### config.mk
export PLATFORM = sky130hd
export DESIGN_NAME = poke_sprite_mover
export DESIGN_NICKNAME = d
export VERILOG_FILES = /design/src/rtl/poke_pkg.sv /design/src/rtl/poke_delay_pipe.sv /design/src/rtl/poke_sprite_mover.sv
export SDC_FILE = /design/constraint.sdc
export NUM_CORES = 1
export LEC_CHECK = 0
export CORE_MARGIN = 4
export CORE_UTILIZATION = 52
export CTS_CLUSTER_DIAMETER = 40
export DETAILED_ROUTE_END_ITERATION = 10
export PLACE_DENSITY = 0.82
export SLEW_MARGIN = 20
export SYNTH_ARGS = -nofsm -noshare
export SYNTH_HDL_FRONTEND = slang
export SYNTH_SLANG_ARGS = --single-unit
export TNS_END_PERCENT = 30
### constraint.sdc
create_clock -name vclk_in -period 2.8 [get_ports vclk_in]
set_clock_uncertainty 0.1 [all_clocks]
set_input_delay 0.56 -clock vclk_in [delete_from_list [all_inputs] [get_ports vclk_in]]
set_output_delay 0.56 -clock vclk_in [all_outputs]
set_load 0.1 [all_outputs]
### src/rtl/poke_pkg.sv
// Shared types and default screen geometry for the sprite mover.
package poke_pkg;

  localparam int unsigned SCREEN_W = 1024;
  localparam int unsigned SCREEN_H = 768;
  localparam int unsigned HCOUNT_W = 11;
  localparam int unsigned VCOUNT_W = 10;
  localparam int unsigned RGB_W    = 12;

  // RGB444 pixel: r=11:8, g=7:4, b=3:0
  typedef logic [RGB_W-1:0] rgb444_t;

endpackage

### src/rtl/poke_delay_pipe.sv
// Fixed-depth shift register with a synchronous active-low reset value.
// Ports:
//   clk       : clock
//   rst_n     : synchronous active-low reset, loads every stage with i_rst_val
//   i_rst_val : value all stages take on reset
//   i_d       : data in
//   o_q       : data in delayed by DEPTH cycles
module poke_delay_pipe #(
  parameter int unsigned WIDTH = 1,
  parameter int unsigned DEPTH = 2
) (
  input  logic             clk,
  input  logic             rst_n,
  input  logic [WIDTH-1:0] i_rst_val,
  input  logic [WIDTH-1:0] i_d,
  output logic [WIDTH-1:0] o_q
);

  logic [WIDTH-1:0] r_stage [DEPTH];

  // Shift chain, flushed to the reset value as a whole
  always_ff @(posedge clk) begin
    if (!rst_n) begin
      for (int unsigned i = 0; i < DEPTH; i++) r_stage[i] <= i_rst_val;
    end else begin
      r_stage[0] <= i_d;
      for (int unsigned i = 1; i < DEPTH; i++) r_stage[i] <= r_stage[i-1];
    end
  end

  assign o_q = r_stage[DEPTH-1];

endmodule

### src/rtl/poke_sprite_mover.sv
// Movable bordered window over a background, updated once per frame from the
// direction buttons, with a 2-cycle pixel pipeline and matched sync/blank delay.
// Ports:
//   vclk_in, rst_n_in               : pixel clock, synchronous active-low reset
//   up_in/down_in/left_in/right_in  : debounced direction buttons (level)
//   hcount_in, vcount_in            : current pixel coordinates from timing gen
//   hsync_in, vsync_in, blank_in    : timing-gen syncs (active low) and blank
//   phsync_out, pvsync_out, pblank_out : syncs/blank delayed by 2 cycles
//   pixel_out                       : RGB444 pixel aligned with delayed syncs
//   x_out, y_out                    : current window top-left corner
module poke_sprite_mover import poke_pkg::*; #(
  parameter int unsigned SCREEN_W     = poke_pkg::SCREEN_W,
  parameter int unsigned SCREEN_H     = poke_pkg::SCREEN_H,
  parameter int unsigned WIN_W        = 160,
  parameter int unsigned WIN_H        = 144,
  parameter int unsigned START_X      = 432,
  parameter int unsigned START_Y      = 312,
  parameter int unsigned STEP         = 4,
  parameter int unsigned BORDER_W     = 2,
  parameter rgb444_t     BG_COLOR     = 12'h000,
  parameter rgb444_t     FILL_COLOR   = 12'hFFF,
  parameter rgb444_t     BORDER_COLOR = 12'hF00
) (
  input  logic                vclk_in,
  input  logic                rst_n_in,
  input  logic                up_in,
  input  logic                down_in,
  input  logic                left_in,
  input  logic                right_in,
  input  logic [HCOUNT_W-1:0] hcount_in,
  input  logic [VCOUNT_W-1:0] vcount_in,
  input  logic                hsync_in,
  input  logic                vsync_in,
  input  logic                blank_in,
  output logic                phsync_out,
  output logic                pvsync_out,
  output logic                pblank_out,
  output rgb444_t             pixel_out,
  output logic [HCOUNT_W-1:0] x_out,
  output logic [VCOUNT_W-1:0] y_out
);

  localparam int unsigned X_MAX = SCREEN_W - WIN_W;
  localparam int unsigned Y_MAX = SCREEN_H - WIN_H;

  logic [HCOUNT_W-1:0] r_x;
  logic [VCOUNT_W-1:0] r_y;
  logic [HCOUNT_W-1:0] w_x_next;
  logic [VCOUNT_W-1:0] w_y_next;
  logic [HCOUNT_W:0]   w_x_inc;
  logic [HCOUNT_W:0]   w_x_dec;
  logic [VCOUNT_W:0]   w_y_inc;
  logic [VCOUNT_W:0]   w_y_dec;
  logic                w_strobe;

  logic [HCOUNT_W-1:0] w_dx;
  logic [VCOUNT_W-1:0] w_dy;
  logic                w_in_win;
  logic                w_in_border;
  logic                r_s1_in_win;
  logic                r_s1_in_border;
  logic                r_s1_blank;
  rgb444_t             r_pixel;

  assign w_strobe = (hcount_in == '0) && (vcount_in == '0);

  // One-bit-wider intermediates: a set MSB on the decrement means underflow
  assign w_x_inc = (HCOUNT_W+1)'(r_x) + (HCOUNT_W+1)'(STEP);
  assign w_x_dec = (HCOUNT_W+1)'(r_x) - (HCOUNT_W+1)'(STEP);
  assign w_y_inc = (VCOUNT_W+1)'(r_y) + (VCOUNT_W+1)'(STEP);
  assign w_y_dec = (VCOUNT_W+1)'(r_y) - (VCOUNT_W+1)'(STEP);

  // Next position with clamping; opposing buttons cancel
  always_comb begin
    w_x_next = r_x;
    w_y_next = r_y;
    if (right_in && !left_in) begin
      w_x_next = (w_x_inc > (HCOUNT_W+1)'(X_MAX)) ? HCOUNT_W'(X_MAX) : w_x_inc[HCOUNT_W-1:0];
    end else if (left_in && !right_in) begin
      w_x_next = w_x_dec[HCOUNT_W] ? '0 : w_x_dec[HCOUNT_W-1:0];
    end
    if (down_in && !up_in) begin
      w_y_next = (w_y_inc > (VCOUNT_W+1)'(Y_MAX)) ? VCOUNT_W'(Y_MAX) : w_y_inc[VCOUNT_W-1:0];
    end else if (up_in && !down_in) begin
      w_y_next = w_y_dec[VCOUNT_W] ? '0 : w_y_dec[VCOUNT_W-1:0];
    end
  end

  // Position register, only moves at the top-left pixel of a frame
  always_ff @(posedge vclk_in) begin
    if (!rst_n_in) begin
      r_x <= HCOUNT_W'(START_X);
      r_y <= VCOUNT_W'(START_Y);
    end else if (w_strobe) begin
      r_x <= w_x_next;
      r_y <= w_y_next;
    end
  end

  assign x_out = r_x;
  assign y_out = r_y;

  // Offsets wrap when left/above the window, so one unsigned compare suffices
  assign w_dx     = hcount_in - r_x;
  assign w_dy     = vcount_in - r_y;
  assign w_in_win = (w_dx < HCOUNT_W'(WIN_W)) && (w_dy < VCOUNT_W'(WIN_H));
  assign w_in_border = w_in_win &&
                       ((w_dx < HCOUNT_W'(BORDER_W)) ||
                        (w_dx >= HCOUNT_W'(WIN_W - BORDER_W)) ||
                        (w_dy < VCOUNT_W'(BORDER_W)) ||
                        (w_dy >= VCOUNT_W'(WIN_H - BORDER_W)));

  // Render pipeline: stage 1 classifies, stage 2 picks the colour
  always_ff @(posedge vclk_in) begin
    if (!rst_n_in) begin
      r_s1_in_win    <= 1'b0;
      r_s1_in_border <= 1'b0;
      r_s1_blank     <= 1'b1;
      r_pixel        <= '0;
    end else begin
      r_s1_in_win    <= w_in_win;
      r_s1_in_border <= w_in_border;
      r_s1_blank     <= blank_in;
      if (r_s1_blank)          r_pixel <= '0;
      else if (r_s1_in_border) r_pixel <= BORDER_COLOR;
      else if (r_s1_in_win)    r_pixel <= FILL_COLOR;
      else                     r_pixel <= BG_COLOR;
    end
  end

  assign pixel_out = r_pixel;

  // Sync/blank delay matched to the render pipeline
  poke_delay_pipe #(
    .WIDTH(3),
    .DEPTH(2)
  ) u_sync_pipe (
    .clk       (vclk_in),
    .rst_n     (rst_n_in),
    .i_rst_val (3'b111),
    .i_d       ({hsync_in, vsync_in, blank_in}),
    .o_q       ({phsync_out, pvsync_out, pblank_out})
  );

endmodule

==> results by group, run 1 <==
Synth
  • Sequential area share after synthesis: 18.1%
  • Post-synthesis cell type with the largest combined area: dfxtp_1
  • Synthesized area: 2990 sq um
  • Commonest register cell after synthesis: dfxtp_1
  • Post-synth top area share: 18.1%
  • Area contributors post-synth: dfxtp_1 (18%), ha_1 (11%), a21oi_1 (4.7%)
  • Syn. warnings: 0
  • Synth Instances: 404
  • Number of distinct library cells after synthesis: 70
  • Proportion of synthesized flip-flops having asynchronous set or reset: 0%
  • Number of synthesized register bits: 27
  • Number of synthesized flops with an enable pin: 0
  • Average size of a mapped cell: 7.41 sq um

Power and ir drop
  • Reported leakage power: 1.56 nW
  • Power per cell area: 238 nW/um^2
  • Final total power: 0.879 mW
  • Worst vdd ir: 0.000179 V

Final layout
  • Leading cell types in the layout, fill and taps excluded: buf_4 (56), nor2_1 (34), clkdlybuf4s50_1 (29)
  • Number of standard cells in the final layout excluding fillers: 538
  • Antenna diode count: 0
  • Share of post-route cells with drive strength above 1: 18.5%
  • Final #Nets: 523
  • Most common cell after layout, fill and taps aside: buf_4
  • Synthesis-to-layout area growth: 23.5%

Die
  • Overall die height: 83.9 microns
  • Die area: 7040 sq um
  • Initial core utilization: 54.0%
  • Floorplan row count: 27
  • Num ports: 66
  • Horiz. Die Dim: 83.9 microns
  • CORE AREA: 5540 sq um

Critical path
  • Endpoint class of the critical path: flip-flop
  • Gate family responsible for the most delay along the worst path: simple AND/OR/NAND/NOR gates
  • R2r endpoint: r_s1_in_border$_SDFF_PN0_
  • Critical Path Source Type: input pin
  • Critical path data arrival time: 2750 ps
  • Top fanout value on the critical path: 5
  • Ordered cell list for the critical path: clkdlybuf4s50_1 -> nor4_1 -> nand4_1 -> buf_4 -> nor4_4 -> buf_4 -> and4_2 -> a31oi_1 -> o21ai_0
  • Most common cell on crit path: buf_4
  • Worst reg-to-reg path cell count: 9
  • Endpoint required time on the critical path: 2890 ps
  • Category of the most critical setup path: input pin to flip-flop
  • Buffer and inverter count on the worst path: 3
  • Beginning of the worst register-to-register path: x_out[2]$_SDFFE_PN0P_
  • Cell with the largest stage delay on the worst path: clkdlybuf4s50_1
  • Highest cell delay on the worst timing path: 470 ps
  • Reg2reg setup slack: 310 ps

Routing
  • Vias per std cell: 5.99
  • Routed wire length: 8050 microns
  • Number of nets with antenna violations after detailed routing: 0
  • DRT iter0 DRCs: 203
  • Final routed wire length divided by cell count: 15.0 microns
  • Number of vias after detailed routing: 3223
  • First-pass DRT Iterations: 5
  • # DRC: 0

Clocking
  • Cts hold-fix bufs: 0
  • Largest buffer count on any clock path: 2
  • TritonCTS Buffers: 3
  • Clk sink count: 27
  • TritonCTS clock tree: yes
  • Count of H-tree levels built during CTS: 1
  • Insertion delay of the later-clocked pin in the worst-skew pair: 280 ps
  • Root buffer cell: clkbuf_8
  • Clk pin slew, worst setup/hold paths: 100 ps

Timing
  • Unrepaired setup endpoints after global routing: false
  • Total setup violations reported at the end of the flow: 0
  • Fmax achieved: 376 MHz
  • Final hold violation count: 0
  • Final critical-path share of the clock period: 94.9%
  • Final max-slew violation count: 0
  • Min Clock Period, post-route: 2660 ps

Min path
  • Min-Delay Path Class: flip-flop to flip-flop
  • Terminating pin of the worst hold path: u_sync_pipe.r_stage[0][4]$_SDFF_PN1_
  • Worst hold path startpoint: u_sync_pipe.r_stage[0][1]$_SDFF_PN1_
  • Hold-critical path depth: 1

Global route
  • Aggregate global-route resource usage: 23.0%
  • Antenna violations before repair: 0
  • Largest net degree at the start of global routing: 28
  • Via count of the first global-routing pass: 3020
  • Aggregate global routing overflow: 0
  • Global-route wire length before repair: 13900 microns

Placed design
  • Weighted congestion at the end of routability-driven global placement: 0.940
  • Placed Instances: 534
  • Port Buffers: 61
  • DPL Wire Length: 6360 microns

Outcome
  • Outcome: completed

Run
  • Max Cap Viol: 0
-- cells in the mapped netlist, drive strengths merged, types with 2 or more instances --
master	count
nor2	34
o21ai	30
a21oi	28
dfxtp	27
ha	26
nand2	25
buf	23
inv	23
nor3	15
nand2b	13
a31oi	11
nand3	11
clkbuf	10
nor4	10
nand4	9
nor2b	7
o21a	7
and2	6
and3	6
a21boi	5
nor3b	5
o41ai	5
a221oi	4
o211ai	4
o21bai	4
xnor2	4
xor2	4
a211o	3
a211oi	3
and4	3
o2111ai	3
o311a	3
or3	3
a22oi	2
conb	2
mux2	2
mux2i	2
o311ai	2
o31a	2
or4	2
-- layer usage --
| layer | vias to the layer above | GRT usage [%] | wire (microns) |
|---|---|---|---|
| met5 | - | 0 | 0 |
| met4 | 0 | 7.16 | 171 |
| met3 | 16 | 3.36 | 534 |
| met2 | 139 | 38.3 | 3840 |
| met1 | 1465 | 30.6 | 3500 |
| li1 | 1603 | - | - |
-- power by group --
group	leakage, nW	total (mW)	internal, mW	switching [mW]
Clock	0.0255	0.232	0.100	0.132
Sequential	0.219	0.387	0.387	0.000779
Combinational	1.32	0.259	0.113	0.146
-- what timing repair did --
| action | 4_1_cts | 5_1_grt |
|---|---|---|
| setup endpoints to repair | 0 | 1 |
| resized for setup | 0 | 2 |
| setup buffers | 0 | 0 |
-- state kept, by name, indices dropped and copies added, names as in the netlist --
register / flops
x_out: 9
y_out: 8
u_sync_pipe.r_stage: 6
pixel_out: 2
r_s1_in_border: 1
r_s1_in_win: 1
-- worst max-delay path by stage --
stage               cells past startpoint                   from                   endpoint
detailed placement                      9           hcount_in[8]      x_out[2]$_SDFFE_PN0P_
finish                                  9           hcount_in[8]      x_out[2]$_SDFFE_PN0P_
CTS                                     9           hcount_in[8]      x_out[2]$_SDFFE_PN0P_
floorplan                               9  x_out[9]$_SDFFE_PN0P_  r_s1_in_border$_SDFF_PN0_
global route                            9           vcount_in[2]     r_s1_in_win$_SDFF_PN0_
global placement                        9           hcount_in[8]      x_out[2]$_SDFFE_PN0P_
-- logic make-up after synthesis --
group,Yosys count,share of synthesized area [%]
simple gates,153,28.7
compound gates,128,29.1
buf+inv,56,9.11
flops,27,18.1
fa+ha+maj,26,10.9
xor+xnor,8,2.34
mux,4,1.55
other cells,2,0.251
-- worst register-to-register path, delay by kind of cell, from the launching register on --
kind | cells | cell delay, ps
adders and majority gates | 1 | 310
buffers and inverters | 1 | 130
DFF | 1 | 460
AOI/OAI and AO/OA | 4 | 570
and+or+nand+nor | 3 | 850
-- layout make-up --
type,instances,area [sq um]
fill,499,1840
inverter,23,86.3
clock buffer,3,41.3
clock inverter,1,5.00
sequential,27,554
tap,72,90.1
timing repair buffer,85,711
multi-input combinational,327,2210
-- stage by stage --
step	utilization (%)	setup WS (ps)	setup TNS, ps	hold WS [ps]	area, sq um
floorplan	-	34.5	0	286	3030
global placement	65.8	-23.4	-44.3	294	3640
detailed placement	65.8	-102	-326	298	3640
CTS	66.6	171	0	323	3690
global route	66.7	15.1	0	347	3700
finish	66.7	142	0	321	3700
Note: power is estimated with default switching activity, not from simulation.
==> inputs of run 2 (changes only) <==
Settings changed: CORE_UTILIZATION 52 to 56, PLACE_DENSITY 0.82 to 0.87.
Clock period 2.8 ns to 3.5 ns, I/O delays scaled along.
==> run 2 against run 1 <==
Against the previous run: via count is 2.9% lower; first-iteration DRC count is 13% higher; largest power group unchanged; sequential power is 20% lower; final cell count is 4.5% lower; clock power is 21% lower; worst setup slack better by 500 ps; critical endpoint is now r_s1_in_border$_SDFF_PN0_; count of clock-buffer cells in the layout stayed put; design area is 4.9% lower.
==> results by group, run 2 (synthesis gave the netlist of run 1 again) <==
Outcome
  • Outcome: completed (unchanged)

Power and ir drop
  • Net switching component of the power: 0.216 mW (was 0.279 mW)
  • Final total power: 0.688 mW (was 0.879 mW)
  • Reported leakage power: 1.46 nW (was 1.56 nW)
  • Worst vdd ir: 0.000148 V (was 0.000179 V)
  • Internal Power: 0.472 mW (was 0.600 mW)
  • Power per cell area: 196 nW/um^2 (was 238 nW/um^2)
  • Clock share of power: 26.7% (was 26.4%)
  • Combinational cell fraction of total power: 28.2% (was 29.5%)
  • Power share of the sequential group: 45.2% (was 44.1%)
  • Switching power share of the total: 31.4% (was 31.7%)

Timing
  • Final max-slew violation count: 0 (unchanged)
  • Final critical-path share of the clock period: 81.6%
  • Unrepaired setup endpoints after global routing: false (unchanged)
  • Transition time of the tightest slew-check pin: 971 ps
  • Total setup violations reported at the end of the flow: 0 (unchanged)
  • Worst-case headroom to the max-slew limit: 35.1%
  • Min Clock Period, post-route: 2860 ps
  • Final hold violation count: 0 (unchanged)
  • Fmax achieved: 350 MHz
  • Final setup TNS: 0 ps (unchanged)

Run
  • Max Cap Viol: 0 (unchanged)

Placed design
  • Weighted congestion at the end of routability-driven global placement: 0.965 (was 0.940)
  • Placed Instances: 510 (was 534)
  • Port Buffers: 61 (unchanged)
  • DPL Wire Length: 5900 microns (was 6360 microns)

Clocking
  • TritonCTS clock tree: yes (unchanged)
  • Root buffer cell: clkbuf_8 (unchanged)
  • Resize count post-CTS: 0 (unchanged)
  • Largest buffer count on any clock path: 2 (unchanged)
  • Clk sink count: 27 (unchanged)
  • Insertion delay of the later-clocked pin in the worst-skew pair: 270 ps (was 280 ps)
  • TritonCTS Buffers: 3 (unchanged)
  • Clk pin slew, worst setup/hold paths: 100 ps (about the same)
  • Count of H-tree levels built during CTS: 1 (unchanged)
  • Cts hold-fix bufs: 0 (unchanged)
  • Number of buffers added for setup after CTS: 0 (unchanged)

Routing
  • Vias per std cell: 6.09 (was 5.99)
  • First-pass DRT Iterations: 5 (unchanged)
  • Routed wire length: 7550 microns (was 8050 microns)
  • # DRC: 0 (unchanged)
  • DRT iter0 DRCs: 230 (was 203)
  • Number of nets with antenna violations after detailed routing: 0 (unchanged)
  • Number of vias after detailed routing: 3128 (was 3223)
  • Final routed wire length divided by cell count: 14.7 microns (was 15.0 microns)

Final layout
  • Most common cell after layout, fill and taps aside: nor2_1 (was buf_4)
  • Number of standard cells in the final layout excluding fillers: 514 (was 538)
  • Leading cell types in the layout, fill and taps excluded: nor2_1 (34), clkdlybuf4s50_1 (32), buf_4 (31) (was buf_4 (56), nor2_1 (34), clkdlybuf4s50_1 (29))
  • Antenna diode count: 0 (unchanged)
  • Number of inserted filler cells in the final layout: 459 (was 499)
  • Share of post-route cells with drive strength above 1: 11.5% (was 18.5%)
  • Largest register FFs: 9 (unchanged)
  • Synthesis-to-layout area growth: 17.5% (was 23.5%)
  • Final #Nets: 501 (was 523)
  • Post-layout utilization of the core: 68.4% (was 66.7%)
  • Area taken by multi-input logic gates: 2200 sq um (was 2210 sq um)
  • Register cell area after layout: 541 sq um (was 554 sq um)

Critical path
  • Reg2reg setup slack: 680 ps (was 310 ps)
  • Cell with the largest stage delay on the worst path: or4b_1 (was clkdlybuf4s50_1)
  • R2r endpoint: r_s1_in_border$_SDFF_PN0_ (unchanged)
  • Endpoint class of the critical path: flip-flop (unchanged)
  • Beginning of the worst register-to-register path: x_out[4]$_SDFFE_PN1P_ (was x_out[2]$_SDFFE_PN0P_)
  • Worst reg-to-reg path cell count: 9 (unchanged)
  • Highest cell delay on the worst timing path: 540 ps (was 470 ps)
  • Critical path origin: hcount_in[2] (was hcount_in[8])
  • Top fanout value on the critical path: 5 (unchanged)
  • Last element of the critical path: r_s1_in_border$_SDFF_PN0_ (was x_out[2]$_SDFFE_PN0P_)
  • Critical Path Source Type: input pin (unchanged)
  • Category of the most critical setup path: input pin to flip-flop (unchanged)
  • Ordered cell list for the critical path: clkdlybuf4s50_1 -> ha_1 -> o211ai_1 -> and2_1 -> o21ai_1 -> or4b_1 -> o31ai_1 -> nand2_1 -> a21oi_1 (was clkdlybuf4s50_1 -> nor4_1 -> nand4_1 -> buf_4 -> nor4_4 -> buf_4 -> and4_2 -> a31oi_1 -> o21ai_0)
  • Endpoint required time on the critical path: 3620 ps (was 2890 ps)
  • Critical path data arrival time: 2970 ps (was 2750 ps)

Die
  • Num ports: 66 (unchanged)
  • Die area: 6580 sq um (was 7040 sq um)
  • Overall die height: 81.1 microns (was 83.9 microns)
  • Floorplan row count: 26 (was 27)
  • Initial core utilization: 58.3% (was 54.0%)
  • CORE AREA: 5140 sq um (was 5540 sq um)
  • Horiz. Die Dim: 81.1 microns (was 83.9 microns)

Global route
  • Largest net degree at the start of global routing: 28 (unchanged)
  • Aggregate global routing overflow: 0 (unchanged)
  • Antenna violations before repair: 0 (unchanged)
  • Via count of the first global-routing pass: 2778 (was 3020)
  • Global-route wire length before repair: 12700 microns (was 13900 microns)
  • Aggregate global-route resource usage: 23.4% (was 23.0%)

Min path
  • Min-Delay Path Class: flip-flop to flip-flop (unchanged)
-- run 2: cell count changes in the layout (fill, tap and decap cells not counted), sizes merged --
cell / change
clkdlybuf4s50: +3
buf: -25
-- run 2: routing by layer --
layer | GRT usage [%] | wire, microns
met3 | 3.55 | 520
met5 | 0 | 0
met2 | 38.9 | 3650
met1 | 32.1 | 3270
met4 | 4.73 | 103
-- run 2: critical path, delay by kind of cell --
kind,cells,cell delay [ps]
buffers and inverters,1,450
and+or+nand+nor,3,820
AOI/OAI and AO/OA,4,620
adders and majority gates,1,370
-- run 2: power by group through the flow --
stage	logic, mW	clock network, mW	registers, mW
floorplan	0.123	0	0.328
global placement	0.187	0	0.318
detailed placement	0.191	0	0.318
CTS	0.192	0.186	0.311
global route	0.212	0.201	0.312
finish	0.194	0.183	0.311
-- run 2: how the worst min path moves through the flow --
stage | depth (start not counted) | slack, ps | end | from
after floorplan | 1 | 290 | u_sync_pipe.r_stage[0][4]$_SDFF_PN1_ | u_sync_pipe.r_stage[0][1]$_SDFF_PN1_
final | 1 | 320 | u_sync_pipe.r_stage[0][4]$_SDFF_PN1_ | u_sync_pipe.r_stage[0][1]$_SDFF_PN1_
after global routing | 1 | 360 | pixel_out[6]$_SDFF_PP0_ | r_s1_in_border$_SDFF_PN0_
after CTS | 1 | 320 | u_sync_pipe.r_stage[0][4]$_SDFF_PN1_ | u_sync_pipe.r_stage[0][1]$_SDFF_PN1_
after global placement | 1 | 290 | u_sync_pipe.r_stage[0][4]$_SDFF_PN1_ | u_sync_pipe.r_stage[0][1]$_SDFF_PN1_
after detailed placement | 1 | 300 | u_sync_pipe.r_stage[0][4]$_SDFF_PN1_ | u_sync_pipe.r_stage[0][1]$_SDFF_PN1_
-- run 2: per-stage QoR --
step           hold slack [ps]  worst slack, ps  instance area, sq um
2_1_floorplan              286              297                  3020
3_3_place_gp               292              459                  3470
3_5_place_dp               299              386                  3470
4_1_cts                    325              652                  3520
5_1_grt                    357              417                  3520
6_report                   320              644                  3520
-- run 2: layout make-up --
| class | instances | share of cell area [%] |
|---|---|---|
| inverters | 23 | 2.45 |
| well taps | 70 | 2.49 |
| multi-input cells | 327 | 62.6 |
| flip-flops and latches | 27 | 15.4 |
| repair buffers | 63 | 15.7 |
| clock inverters | 1 | 0.142 |
| clock buffers | 3 | 1.17 |
==> inputs of run 3 (changes only) <==
Settings changed: CORE_UTILIZATION 56 to 52, PLACE_DENSITY 0.87 to 0.82.
Clock period 3.5 ns to 3 ns, I/O delays scaled along.
==> run 3 against run 2 <==
Against the previous run: register-to-register slack got worse by 240 ps; via count increased by 2.1%; sequential power increased by 17%; final cell count increased by 1.9%; global-route usage decreased by 2.1 points; clock power increased by 20%; worst setup slack got worse by 300 ps; hold slack got worse by 2.8 ps; sequential share of layout area decreased by 0.12 points; combinational power increased by 18%; routed wire length increased by 1.0%; highest routed layer unchanged.
==> results by group, run 3 (synthesis gave the netlist of run 1 again) <==
Timing
  • Min Clock Period, post-route: 2650 ps
  • Final hold violation count: 0 (unchanged)
  • Fmax achieved: 377 MHz
  • Worst-case headroom to the max-slew limit: 64.3% (was 35.1%)
  • Unrepaired setup endpoints after global routing: false (unchanged)
  • Final setup TNS: 0 ps (unchanged)
  • Final max-slew violation count: 0 (unchanged)
  • Total setup violations reported at the end of the flow: 0 (unchanged)
  • Transition time of the tightest slew-check pin: 535 ps (was 971 ps)
  • Final critical-path share of the clock period: 88.5%

Global route
  • Antenna violations before repair: 0 (unchanged)
  • Aggregate global-route resource usage: 21.3% (was 23.4%)
  • Largest net degree at the start of global routing: 28 (unchanged)
  • Via count of the first global-routing pass: 2918 (was 2778)
  • Global-route wire length before repair: 13100 microns (was 12700 microns)
  • Aggregate global routing overflow: 0 (unchanged)

Routing
  • Sum of routed wire segments on met1: 3440 microns (was 3270 microns)
  • Routed wl met3: 476 microns (was 520 microns)
  • First-pass DRT Iterations: 5 (unchanged)
  • DRT iter0 DRCs: 207 (was 230)
  • Final routed wire length divided by cell count: 14.5 microns (was 14.7 microns)
  • Vias per std cell: 6.10 (was 6.09)
  • Top Layer Used: met4 (unchanged)
  • Detailed-routed wire length on met2: 3630 microns (was 3650 microns)
  • # DRC: 0 (unchanged)
  • Number of nets with antenna violations after detailed routing: 0 (unchanged)
  • Number of vias after detailed routing: 3195 (was 3128)
  • Routed wire length: 7620 microns (was 7550 microns)

Clocking
  • Insertion delay of the later-clocked pin in the worst-skew pair: 280 ps (was 270 ps)
  • TritonCTS Buffers: 3 (unchanged)
  • Count of H-tree levels built during CTS: 1 (unchanged)
  • Root buffer cell: clkbuf_8 (unchanged)
  • Clk pin slew, worst setup/hold paths: 100 ps (about the same)
  • TritonCTS clock tree: yes (unchanged)
  • Cts hold-fix bufs: 0 (unchanged)
  • Number of buffers added for setup after CTS: 0 (unchanged)
  • Clk sink count: 27 (unchanged)
  • Resize count post-CTS: 0 (unchanged)
  • Largest buffer count on any clock path: 2 (unchanged)

Final layout
  • Leading cell types in the layout, fill and taps excluded: buf_4 (42), nor2_1 (34), clkdlybuf4s50_1 (29) (was nor2_1 (34), clkdlybuf4s50_1 (32), buf_4 (31))
  • Register cell area after layout: 546 sq um (was 541 sq um)
  • Area taken by multi-input logic gates: 2200 sq um (unchanged)
  • Largest register FFs: 9 (unchanged)
  • Share of post-route cells with drive strength above 1: 14.6% (was 11.5%)
  • Final #Nets: 509 (was 501)
  • Post-layout utilization of the core: 64.6% (was 68.4%)
  • Synthesis-to-layout area growth: 19.5% (was 17.5%)
  • Antenna diode count: 0 (unchanged)
  • Number of inserted filler cells in the final layout: 505 (was 459)
  • Most common cell after layout, fill and taps aside: buf_4 (was nor2_1)

Run
  • Max Cap Viol: 0 (unchanged)

Die
  • Die area: 7040 sq um (was 6580 sq um)
  • Initial core utilization: 54.0% (was 58.3%)
  • Overall die height: 83.9 microns (was 81.1 microns)
  • Num ports: 66 (unchanged)
  • Floorplan row count: 27 (was 26)
  • Horiz. Die Dim: 83.9 microns (was 81.1 microns)
  • CORE AREA: 5540 sq um (was 5140 sq um)

Critical path
  • Critical Path Source Type: input pin (unchanged)
  • Endpoint class of the critical path: flip-flop (unchanged)
  • Endpoint required time on the critical path: 3110 ps (was 3620 ps)
  • Top fanout value on the critical path: 4 (was 5)
  • Category of the most critical setup path: input pin to flip-flop (unchanged)
  • Critical path data arrival time: 2770 ps (was 2970 ps)
  • Reg2reg setup slack: 440 ps (was 680 ps)

Placed design
  • Port Buffers: 61 (unchanged)
  • DPL Wire Length: 5920 microns (was 5900 microns)
  • Weighted congestion at the end of routability-driven global placement: 0.967 (was 0.965)

Outcome
  • Outcome: completed (unchanged)

Min path
  • Min-Delay Path Class: flip-flop to flip-flop (unchanged)

Power and ir drop
  • Reported leakage power: 1.50 nW (was 1.46 nW)
  • Power per cell area: 226 nW/um^2 (was 196 nW/um^2)
  • Worst vdd ir: 0.000153 V (was 0.000148 V)
## run 3: through the flow
step	worst slack [ps]	instance area [sq um]	total power, mW	hold WS [ps]	instances
after detailed placement	82.7	3530	0.595	297	520
after CTS	358	3580	0.812	322	524
after floorplan	0.446	3020	0.526	286	410
after global placement	143	3530	0.591	292	520
final	345	3580	0.809	317	524
after global routing	61.4	3580	0.845	343	524
## run 3: final cells by class
class | instances | area share, %
timing repair buffer | 71 | 16.9
inverter | 23 | 2.41
clock buffer | 3 | 1.15
clock inverter | 1 | 0.140
multi-input combinational | 327 | 61.6
sequential | 27 | 15.3
tap | 72 | 2.52
## run 3: worst max-delay path: stages
cell and delay [ps]:
clkdlybuf4s50_1 440, ha_1 360, a21oi_1 270, and2_1 200, o21ai_1 90, or4b_1 520, o31ai_1 80, nand2_1 80
a21oi_1 120
## run 3: final timing paths
kind | startpoint | cells past startpoint | endpoint
max | hcount_in[4] | 9 | r_s1_in_border$_SDFF_PN0_
min | u_sync_pipe.r_stage[0][2]$_SDFF_PN1_ | 1 | u_sync_pipe.r_stage[0][5]$_SDFF_PN1_
max reg2reg | x_out[4]$_SDFFE_PN1P_ | 9 | r_s1_in_border$_SDFF_PN0_
min reg2reg | u_sync_pipe.r_stage[0][2]$_SDFF_PN1_ | 1 | u_sync_pipe.r_stage[0][5]$_SDFF_PN1_
## run 3: metal layers
metal  GRT usage (%)  vias up
li1                -     1581
met1            28.2     1490
met5               0        -
met4            5.26        0
met3            3.16        7
met2            36.3      117
## run 3: power breakdown
group	leakage [nW]	internal [mW]	switching, mW	total, mW
sequential	0.220	0.362	0.000710	0.363
clock	0.0255	0.0935	0.125	0.219
combinational	1.25	0.0971	0.131	0.228
total	1.50	0.552	0.257	0.809
